===== src/rtl/lgn_frame_streamer.sv =====
// Host-side frame transmitter for the logic-gate-network classifier: binarizes a
// pixel stream, packs 8 pixels per byte into the shift-in port, then returns the decoded result.
module lgn_frame_streamer #(
  parameter int PIXELS        = 784,
  parameter int THRESHOLD     = 128,
  parameter int SETTLE_CYCLES = 2
) (
  input  logic        clk,
  input  logic        reset,
  input  logic [7:0]  pix_data,
  input  logic        pix_valid,
  output logic        pix_ready,
  input  logic        pix_last,
  output logic [7:0]  lgn_ui_in,
  output logic        lgn_write_enable,
  input  logic [15:0] lgn_uo_out,
  output logic        result_valid,
  input  logic        result_ready,
  output logic [3:0]  result_digit,
  output logic [7:0]  result_score,
  output logic [1:0]  result_err,
  output logic        busy
);
  localparam int NBYTES = PIXELS / 8;
  localparam int PW     = $clog2(PIXELS);
  localparam int BW     = $clog2(NBYTES + 1);
  localparam logic [8:0] THR = 9'(THRESHOLD);

  typedef enum logic [1:0] {LOAD, PAD, SETTLE, RESULT} state_t;

  state_t          state, state_nxt;
  logic [PW-1:0]   pix_cnt;
  logic [BW-1:0]   wr_cnt;
  logic [3:0]      settle_cnt;
  logic [7:0]      pack, pack_nxt, emit_byte;
  logic            frame_err, accept, pix_bit, at_end, emit, settle_done;
  logic [2:0]      bit_idx;
  logic [3:0]      seg_digit;
  logic            seg_bad;

  assign accept      = pix_valid && pix_ready;
  assign pix_bit     = {1'b0, pix_data} >= THR;
  assign bit_idx     = pix_cnt[2:0];
  assign at_end      = pix_cnt == PW'(PIXELS - 1);
  assign settle_done = settle_cnt == 4'(SETTLE_CYCLES);
  assign busy        = state != LOAD;

  // First pixel of a byte clears the pack register, so a short frame is zero-filled for free.
  always_comb begin
    pack_nxt = (bit_idx == 3'd0) ? 8'h00 : pack;
    pack_nxt[3'd7 - bit_idx] = pix_bit;
  end

  always_comb begin
    seg_digit = 4'hF;
    seg_bad   = 1'b0;
    case (lgn_uo_out[6:0])
      7'h3F: seg_digit = 4'd0;
      7'h06: seg_digit = 4'd1;
      7'h5B: seg_digit = 4'd2;
      7'h4F: seg_digit = 4'd3;
      7'h66: seg_digit = 4'd4;
      7'h6D: seg_digit = 4'd5;
      7'h7C: seg_digit = 4'd6;
      7'h07: seg_digit = 4'd7;
      7'h7F: seg_digit = 4'd8;
      7'h67: seg_digit = 4'd9;
      default: seg_bad = 1'b1;
    endcase
  end

  always_comb begin
    state_nxt = state;
    emit      = 1'b0;
    emit_byte = pack_nxt;
    case (state)
      LOAD: if (accept) begin
        emit = bit_idx == 3'd7;
        if (at_end)        state_nxt = SETTLE;
        else if (pix_last) state_nxt = PAD;
      end
      PAD: begin
        emit      = 1'b1;
        emit_byte = pack;
        if (wr_cnt == BW'(NBYTES - 1)) state_nxt = SETTLE;
      end
      SETTLE:  if (settle_done) state_nxt = RESULT;
      RESULT:  if (result_ready) state_nxt = LOAD;
      default: state_nxt = LOAD;
    endcase
  end

  always_ff @(posedge clk) begin
    if (reset) begin
      state            <= LOAD;
      pix_ready        <= 1'b0;
      lgn_ui_in        <= 8'h00;
      lgn_write_enable <= 1'b0;
      result_valid     <= 1'b0;
      result_digit     <= 4'h0;
      result_score     <= 8'h00;
      result_err       <= 2'b00;
      pix_cnt          <= '0;
      wr_cnt           <= '0;
      settle_cnt       <= '0;
      pack             <= 8'h00;
      frame_err        <= 1'b0;
    end else begin
      state            <= state_nxt;
      pix_ready        <= state_nxt == LOAD;
      lgn_write_enable <= emit;
      if (emit) begin
        lgn_ui_in <= emit_byte;
        wr_cnt    <= wr_cnt + 1'b1;
      end
      case (state)
        LOAD: if (accept) begin
          // A completed byte is already on its way out; leave PAD nothing stale to resend.
          pack    <= (bit_idx == 3'd7) ? 8'h00 : pack_nxt;
          pix_cnt <= at_end ? '0 : pix_cnt + 1'b1;
          if (at_end != pix_last) frame_err <= 1'b1;
        end
        PAD: pack <= 8'h00;
        SETTLE: begin
          settle_cnt <= settle_cnt + 1'b1;
          if (settle_done) begin
            settle_cnt   <= '0;
            result_valid <= 1'b1;
            result_digit <= seg_digit;
            result_score <= lgn_uo_out[15:8];
            result_err   <= {seg_bad | ~lgn_uo_out[7], frame_err};
          end
        end
        RESULT: if (result_ready) begin
          result_valid <= 1'b0;
          result_err   <= 2'b00;
          frame_err    <= 1'b0;
          pix_cnt      <= '0;
          wr_cnt       <= '0;
          pack         <= 8'h00;
        end
        default: ;
      endcase
    end
  end
endmodule


===== config.mk =====
export PLATFORM = sky130hd
export DESIGN_NAME = lgn_frame_streamer
export DESIGN_NICKNAME = d
export VERILOG_FILES = /design/src/rtl/lgn_frame_streamer.sv
export SDC_FILE = /design/constraint.sdc
export NUM_CORES = 1
export LEC_CHECK = 0
export ABC_AREA = 1
export CAP_MARGIN = 15
export CORE_UTILIZATION = 23
export CTS_CLUSTER_SIZE = 40
export DETAILED_ROUTE_END_ITERATION = 8
export MAX_ROUTING_LAYER = met4
export PLACE_DENSITY = 0.39
export REMOVE_ABC_BUFFERS = 1
export SLEW_MARGIN = 20
export SYNTH_ARGS = -nofsm -noshare
export SYNTH_HDL_FRONTEND = slang
export SYNTH_SLANG_ARGS = --single-unit

===== constraint.sdc =====
create_clock -name clk -period 3 [get_ports clk]
set_input_delay 0.45 -clock clk [delete_from_list [all_inputs] [get_ports clk]]
set_output_delay 0.45 -clock clk [all_outputs]
set_load 0.03 [all_outputs]

### After elaboration in Yosys (flattened, before gate mapping)

Cells that the tools add are included.

| word-level totals | value |
|---|---|
| register bits | 57 |
| word-level logic and storage cells | 96 |

| operators by class | value |
|---|---|
| add/subtract/negate cells | 4 |
| magnitude comparators | 3 |
| eq/ne operators | 22 |
| muxes and demuxes | 37 |
| bitwise operators | 2 |
| reduce and logical (&&, ||, !) cells | 15 |

Operators with widths:

| operator | count |
|---|---|
| 7-bit == test (second input constant) | 8 |
| 8-bit two-way mux | 5 |
| 4-bit case mux with 10 select lines | 1 |
| 10-bit two-way mux | 3 |
| 8-bit case mux with 3 select lines | 1 |
| 7-bit two-way mux | 3 |
| 10-bit case mux with 2 select lines | 1 |
| 2-bit two-way mux | 8 |
| 7-bit by 3-bit == test with 1-bit output (second input constant) | 2 |
| 10-bit by 1-bit adder with 10-bit output (second input constant) | 1 |
| 10-bit == test (second input constant) | 1 |
| 10-bit OR reduction | 1 |
| 3-bit AND reduction | 3 |
| 8-bit bitwise mux | 1 |
| 8-bit >= comparator (second input constant) | 1 |
| 2-bit != test (second input constant) | 4 |
| 2-bit case mux with 4 select lines | 1 |
| 7-bit by 1-bit adder with 7-bit output (second input constant) | 1 |
| 7-bit by 6-bit == test with 1-bit output (second input constant) | 1 |
| 1-bit two-way mux | 7 |
| 1-bit case mux with 2 select lines | 3 |
| 2-bit nonzero test | 3 |
| 4-bit by 1-bit adder with 4-bit output (second input constant) | 1 |
| 2-bit == test (second input constant) | 2 |
| other kinds (18) | 20 |

### Depth between registers and ports, before layout

Gate-level depths: netlist (run 1).

| logic depth | value |
|---|---|
| word-level depth | 9 |
| mapped depth | 10 |

### Worst setup path before layout (run 1)

OpenSTA, ideal clock, no wires.

| path | value |
|---|---|
| path kind | register to register |
| from | reg pix_ready |
| to | reg lgn_ui_in[1] |
| library setup time | 132 ps |
| arrival | 1,300 ps |
| data required time | 2,868 ps |
| path slack | 1,568 ps |
| cell stages (with the launch flop) | 9 |
| path buffers | 1 |
| period minus slack after synthesis | 1,432 ps |
| cell sequence | dfxtp_1 > nand2_1 > inv_1 > nand2_4 > nor2_4 > nor2_4 > buf_6 > a22oi_1 > a21oi_1 |

| on the way | value |
|---|---|
| cells in the longest elaborated chain, start to end | 3 |

Ends and longest elaborated chain:

| element | RTL line | text |
|---|---|---|
| start, declared | 12 | `output logic pix_ready,` |
| start signal, assigned | 96 | `pix_ready <= 1'b0;` |
| start signal, assigned | 110 | `pix_ready <= state_nxt == LOAD;` |
| 1-bit logical AND | 41 | `assign accept = pix_valid && pix_ready;` |
| 1-bit two-way mux | 77 | `LOAD: if (accept) begin` |
| 1-bit case mux with 2 select lines | 76 | `case (state)` |
| end signal, assigned | 113 | `lgn_ui_in <= emit_byte;` |
| end, declared | 14 | `output logic [7:0] lgn_ui_in,` |

Every way passes these cells.
A chain may end at the register's enable or synchronous reset.

### Worst setup path in the final report (run 1)

| path | value |
|---|---|
| from | reg state[1] |
| to | out busy |

| on the way | value |
|---|---|
| cells in the longest elaborated chain, start to end | 1 |

Ends and longest elaborated chain:

| element | RTL line | text |
|---|---|---|
| start, declared | 31 | `state_t state, state_nxt;` |
| start signal, assigned | 109 | `state <= state_nxt;` |
| 2-bit nonzero test | 46 | `assign busy = state != LOAD;` |
| end, declared | 22 | `output logic busy` |

Every way passes these cells.

==> results of run 1 <==
-- Yosys cell counts --
cell	instances	area share [%]
a21oi_1	28	4.8
clkbuf_1	3	0.39
nand3_1	45	7.7
o211ai_2	1	0.43
a22oi_1	1	0.26
a31oi_1	3	0.64
o21ai_1	2	0.34
buf_1	1	0.13
nor3_1	8	1.4
dfxtp_1	57	39
mux2i_1	1	0.34
nor2_4	6	2.3
nand4_1	8	1.7
buf_6	3	1.2
ha_1	5	2.1
o211ai_1	3	0.77
o21ai_0	20	3.4
nand2_4	2	0.77
nand2_1	129	17
inv_1	50	6.4
inv_2	5	0.64
nor2_1	44	5.6
or2_0	1	0.21
buf_2	2	0.34
nor2_2	1	0.21
xor2_1	4	1.2
and2_1	1	0.21
nand2_2	4	0.86
-- critical path: cells and delay by family (launching register included) --
kind                   cells  cell delay [ps]
AND/OR/NAND/NOR            1               90
buffers and inverters      2              860
flip-flops                 1              460
-- final timing paths --
check,start,endpoint,cells after the start
min reg2reg,frame_err,frame_err,2
max,state[1],busy,3
max reg2reg,pix_cnt[1],pix_cnt[9],8
min,frame_err,frame_err,2
-- power by group through the flow --
stage | Clock [µW] | Combinational, µW | Sequential [µW]
3_3_place_gp | 0 | 145 | 791
5_1_grt | 1200 | 162 | 776
6_report | 1140 | 144 | 775
2_1_floorplan | 0 | 71.6 | 792
3_5_place_dp | 0 | 145 | 791
4_1_cts | 1170 | 146 | 775
-- routing by layer --
| layer | GRT usage [%] | up-vias |
|---|---|---|
| met5 | - | - |
| met4 | 4.68 | 0 |
| met2 | 19.4 | 32 |
| met1 | 16.6 | 1267 |
| met3 | 3.69 | 5 |
| li1 | - | 1515 |
-- registers in the layout, indices dropped and copies added, names as in the netlist, 2 cells and up --
signal        flops
lgn_ui_in         8
pack              8
pix_cnt          10
result_digit      4
result_err        2
result_score      8
settle_cnt        4
state             2
wr_cnt            7
-- stage by stage --
step	setup WS, ps	total power (µW)	area, µm²	utilization, %
2_1_floorplan	1590	864	2870	-
3_3_place_gp	965	935	3560	29.2
3_5_place_dp	980	936	3560	29.2
4_1_cts	820	2090	3890	31.9
5_1_grt	782	2140	3890	31.9
6_report	818	2060	3890	31.9
-- cells by family (layout without fill, tap and decap cells) --
logic type      after synthesis  count (layout)  synth area share [%]
fa+ha+maj                     5               5                  2.14
buf+inv                      64             120                  9.07
simple gates                249             249                  37.6
mux                           1               1                 0.342
flops                        57              57                  39.0
xor+xnor                      4               4                  1.20
compound gates               58              58                  10.7
-- cell type report --
class	instances	area [µm²]	share of cell area [%]
clock buffer	12	256	6.59
clock inverter	4	75.1	1.93
inverter	55	206	5.30
multi-input combinational	317	1520	39.0
sequential	57	1140	29.3
tap	168	210	5.40
timing repair buffer	49	485	12.5
==> impl_metrics.toml, run 1 <==
[floorplan]
die_w_um = 115
core-area_um2 = 12200
initial_core_util_pct = 23.9
rows = 40
die_y_um = 115
die_area_um2 = 13200
ioPinCount = 55

[drt]
vias = 2819
wl_met2_mm = 3.27
drtIter0Drc = 101
top_layer_used = "met4"
drtPass1Iterations = 4
drt-met1-wl_mm = 3.98
remaining_drc_errors = 0
drt_wl_total_mm = 7.52
via_per_inst = 4.26
wl_met3_um = 224
ant_nets = 0
post_drt_wl_per_cell_um = 11.4

[timing]
fin_worst_skew_ps = 7.08
relSlewSlack_pct = 58.7
finalSetupViolations = 0
fmax_mhz = 458
rsz0062_at_grt = "no"
fin_crit_ps = 2180
hold_viol = 0
worst_pin_slew_ps = 617
period_share_pct = 72.7
maxSlewViolCount = 0
fin_tns_setup_ps = 0
hold_ws_ps = 453

[synthesis]
synth_seq_cells = 57
yosys_warnings = 0
netlist_area_um2 = 2920
yosys.cell_types.count = 28
ys_seq_area_share_pct = 39.0
syn_area_per_cell_um2 = 6.68
postSynthCellCount = 438

[clocking]
clock-root-buffer = "clkbuf_16"
htreeDepth = 3
cts_made_buffers = 9
clockBufferDepth = 2
clock_sinks = 57
cts_tree = "built"
cts_resized = 0
postCtsSetupRepairBufs = 0
cts_hold_buf = 0
clk_latency_ps = 330
path_clk_slew_ps = 50

[flow_run]
maxCapViolCount = 0

[critical_path]
path_cells = "nor2_2 > inv_1 > clkdlybuf4s50_1"
end_kind = "output port"
cpMaxStageDelayCell = "clkdlybuf4s50_1"
crit_required_ps = 2550
timing.reg2reg.setup_slack_ps = 1280
cp_max_fo = 5
cp.arrival_ps = 1730
critPathLaunchType = "register"
cpPeakStageDelay_ps = 700
path_class = "register to output port"

[global_routing]
grt_pass1_vias = 2657
grt_usage_pct = 13.0
grt-ovfl-total = 0
grt_pass1_wl_mm = 12.8
antenna_found_initial = 0
grt_start_max_net_pins = 21

[power]
leakage_uw = 0.00164
p_sw_uw = 465
switching_share_pct = 22.6
peakVddDrop_v = 0.000231
cellInternalPower_uw = 1590
sequentialPowerShare_pct = 37.7
power_density_nw_per_um2 = 528
pwr-share-clk_pct = 55.3
combPwrFrac_pct = 7.0

[final_layout]
fillCellCount = 1364
final_common_cell = "nand2_1"
areaGrowthSynthToFinish_pct = 33.1
fin_cells = 662
layout_common_cells = "nand2_1, dfxtp_1, inv_1, clkdlybuf4s50_1, nand3_1"
layout-drive-gt1-share_pct = 7.29
num-nets-final = 523
diodes = 0

[place]
placedCellCount = 646
routabilityCongestion = 0.745
hpwlAfterDp_mm = 5.50
portBuffers = 47

[min_path]
hold_path.class = "register to register"

[run_status]
status = "complete, no violations"
(Power assumes the default switching activity.)
==> run 2: changes to the inputs <==
--- a/config.mk
+++ b/config.mk
@@ -11,7 +11,7 @@
 export CTS_CLUSTER_SIZE = 40
 export DETAILED_ROUTE_END_ITERATION = 8
 export MAX_ROUTING_LAYER = met4
-export PLACE_DENSITY = 0.39
+export PLACE_DENSITY = 0.4
 export REMOVE_ABC_BUFFERS = 1
 export SLEW_MARGIN = 20
 export SYNTH_ARGS = -nofsm -noshare
==> constraint.sdc (replaced) <==
create_clock -name clk -period 2 [get_ports clk]
set_input_delay 0.3 -clock clk [delete_from_list [all_inputs] [get_ports clk]]
set_output_delay 0.3 -clock clk [all_outputs]
set_load 0.03 [all_outputs]
==> run 2 against run 1 <==
  * Non-clock buffer count is 5 higher
  * Sequential power grew 50%
  * Utilization is 0.11 points higher
  * Clock skew shrank 1.3 ps
  * Count of clock-buffer cells in the layout rose by 2
  * Die area is the same
  * Setup slack lost 550 ps
  * Largest cell class unchanged
  * Critical endpoint unchanged
  * Register-to-register slack worse by 970 ps
==> impl_metrics.toml, run 2 (synthesis gave the netlist of run 1 again) <==
[final_layout]
diodes = 0
regMostFlops = "pix_cnt"
largest_reg_flops = 10
areaGrowthSynthToFinish_pct = 33.6
final_core_util_pct = 32.0
seqCellArea_um2 = 1140
layout-drive-gt1-share_pct = 8.02
final_common_cell = "nand2_1"
fillCellCount = 1366
multiInputGateArea_um2 = 1520
layout_common_cells = "nand2_1, dfxtp_1, inv_1, clkdlybuf4s50_1, nand3_1"
num-nets-final = 528

[power]
power_density_nw_per_um2 = 759
leakage_uw = 0.00167
peakVddDrop_v = 0.000399

[drt]
vias = 2819
post_drt_wl_per_cell_um = 11.4
ant_nets = 0
drtIter0Drc = 104
drt_wl_total_mm = 7.60
remaining_drc_errors = 0
via_per_inst = 4.23
drtPass1Iterations = 4

[critical_path]
cp.buffers_inverters = 2
cpMaxStageDelayCell = "dfxtp_1"
cpPeakStageDelay_ps = 450
cp.arrival_ps = 1430
cp_max_fo = 5
critPathTopFamily = "buffers and inverters"
end_kind = "output port"
path_cells = "nor2_2 > inv_1 > dlygate4sd2_1"
critPathLaunchType = "register"
timing.reg2reg.setup_slack_ps = 310
path_class = "register to output port"
crit_required_ps = 1700

[floorplan]
die_area_um2 = 13200
die_w_um = 115
ioPinCount = 55
die_y_um = 115
core-area_um2 = 12200
rows = 40
initial_core_util_pct = 23.9

[global_routing]
grt_usage_pct = 13.0
grt-ovfl-total = 0
antenna_found_initial = 0
grt_pass1_vias = 2703
grt_pass1_wl_mm = 12.8
grt_start_max_net_pins = 21

[clocking]
htreeDepth = 3
clockBufferDepth = 2
cts_tree = "built"
clock-root-buffer = "clkbuf_16"
postCtsSetupRepairBufs = 0
clk_latency_ps = 330
clock_sinks = 57
cts_made_buffers = 9
path_clk_slew_ps = 50

[timing]
relSlewSlack_pct = 71.7
period_share_pct = 86.6
worst_pin_slew_ps = 423
maxSlewViolCount = 0
finalSetupViolations = 0
final.setup.worst_slack_ps = 268
fin_tns_setup_ps = 0
hold_viol = 0
fin_worst_skew_ps = 5.77
hold_ws_ps = 452
fin_crit_ps = 1730
fmax_mhz = 577
rsz0062_at_grt = "no"

[min_path]
hold_path.class = "register to register"

[place]
routabilityCongestion = 0.761
hpwlAfterDp_mm = 5.59
portBuffers = 47
dp_slack_ps = 199

[run_status]
status = "complete, no violations"

[flow_run]
maxCapViolCount = 0
## run 2: changes by cell type in the layout (fill, tap and decap cells not counted), sizes merged
cell           change
buf                +5
clkbuf             +2
clkinvlp           -2
bufinv             -1
clkdlybuf4s50      -1
clkinv             +1
dlygate4sd2        +1
## run 2: tightest hold or removal path: cells and delay by family (launching register included)
| family | cells | cell delay (ps) |
|---|---|---|
| simple gates | 2 | 100 |
| flops | 1 | 310 |
## run 2: where the power goes
group	leakage [µW]	total, µW	switching, µW	internal (µW)
logic	0.00106	221	135	86.1
registers	0.000460	1160	11.4	1150
clock network	0.000153	1580	519	1060
## run 2: path summary, 6_finish.rpt
path | from | endpoint | cells past startpoint
setup / recovery | state[1] | busy | 3
hold reg to reg | result_valid | result_valid | 2
setup reg to reg | pix_cnt[0] | pix_cnt[9] | 8
hold / removal | result_valid | result_valid | 2
## run 2: layout make-up
cell class	count	area share [%]
Clock inverter	2	0.897
Clock buffer	14	7.01
Tap cell	168	5.38
Timing Repair Buffer	54	13.4
Sequential cell	57	29.2
Multi-Input combinational cell	317	38.9
Inverter	55	5.29
## run 2: metrics by stage
stage | area [µm²] | power (µW) | cells
final | 3910 | 2960 | 667
after global placement | 3600 | 1410 | 651
after floorplan | 2870 | 1300 | 429
after global routing | 3910 | 3080 | 667
after detailed placement | 3600 | 1410 | 651
after CTS | 3910 | 3010 | 667
## run 2: repair_timing
| action | 4_1_cts | 5_1_grt |
|---|---|---|
| resized for setup | 1 | 0 |
| endpoints found under the setup margin | 1 | 0 |
| hold buffers | 0 | 0 |
## run 2: layer usage
layer	track usage, %	vias up	wire (µm)
met5	-	-	0
met4	4.68	0	127
met3	2.85	10	198
met2	21.4	32	3590
met1	15.7	1261	3680
li1	-	1516	-
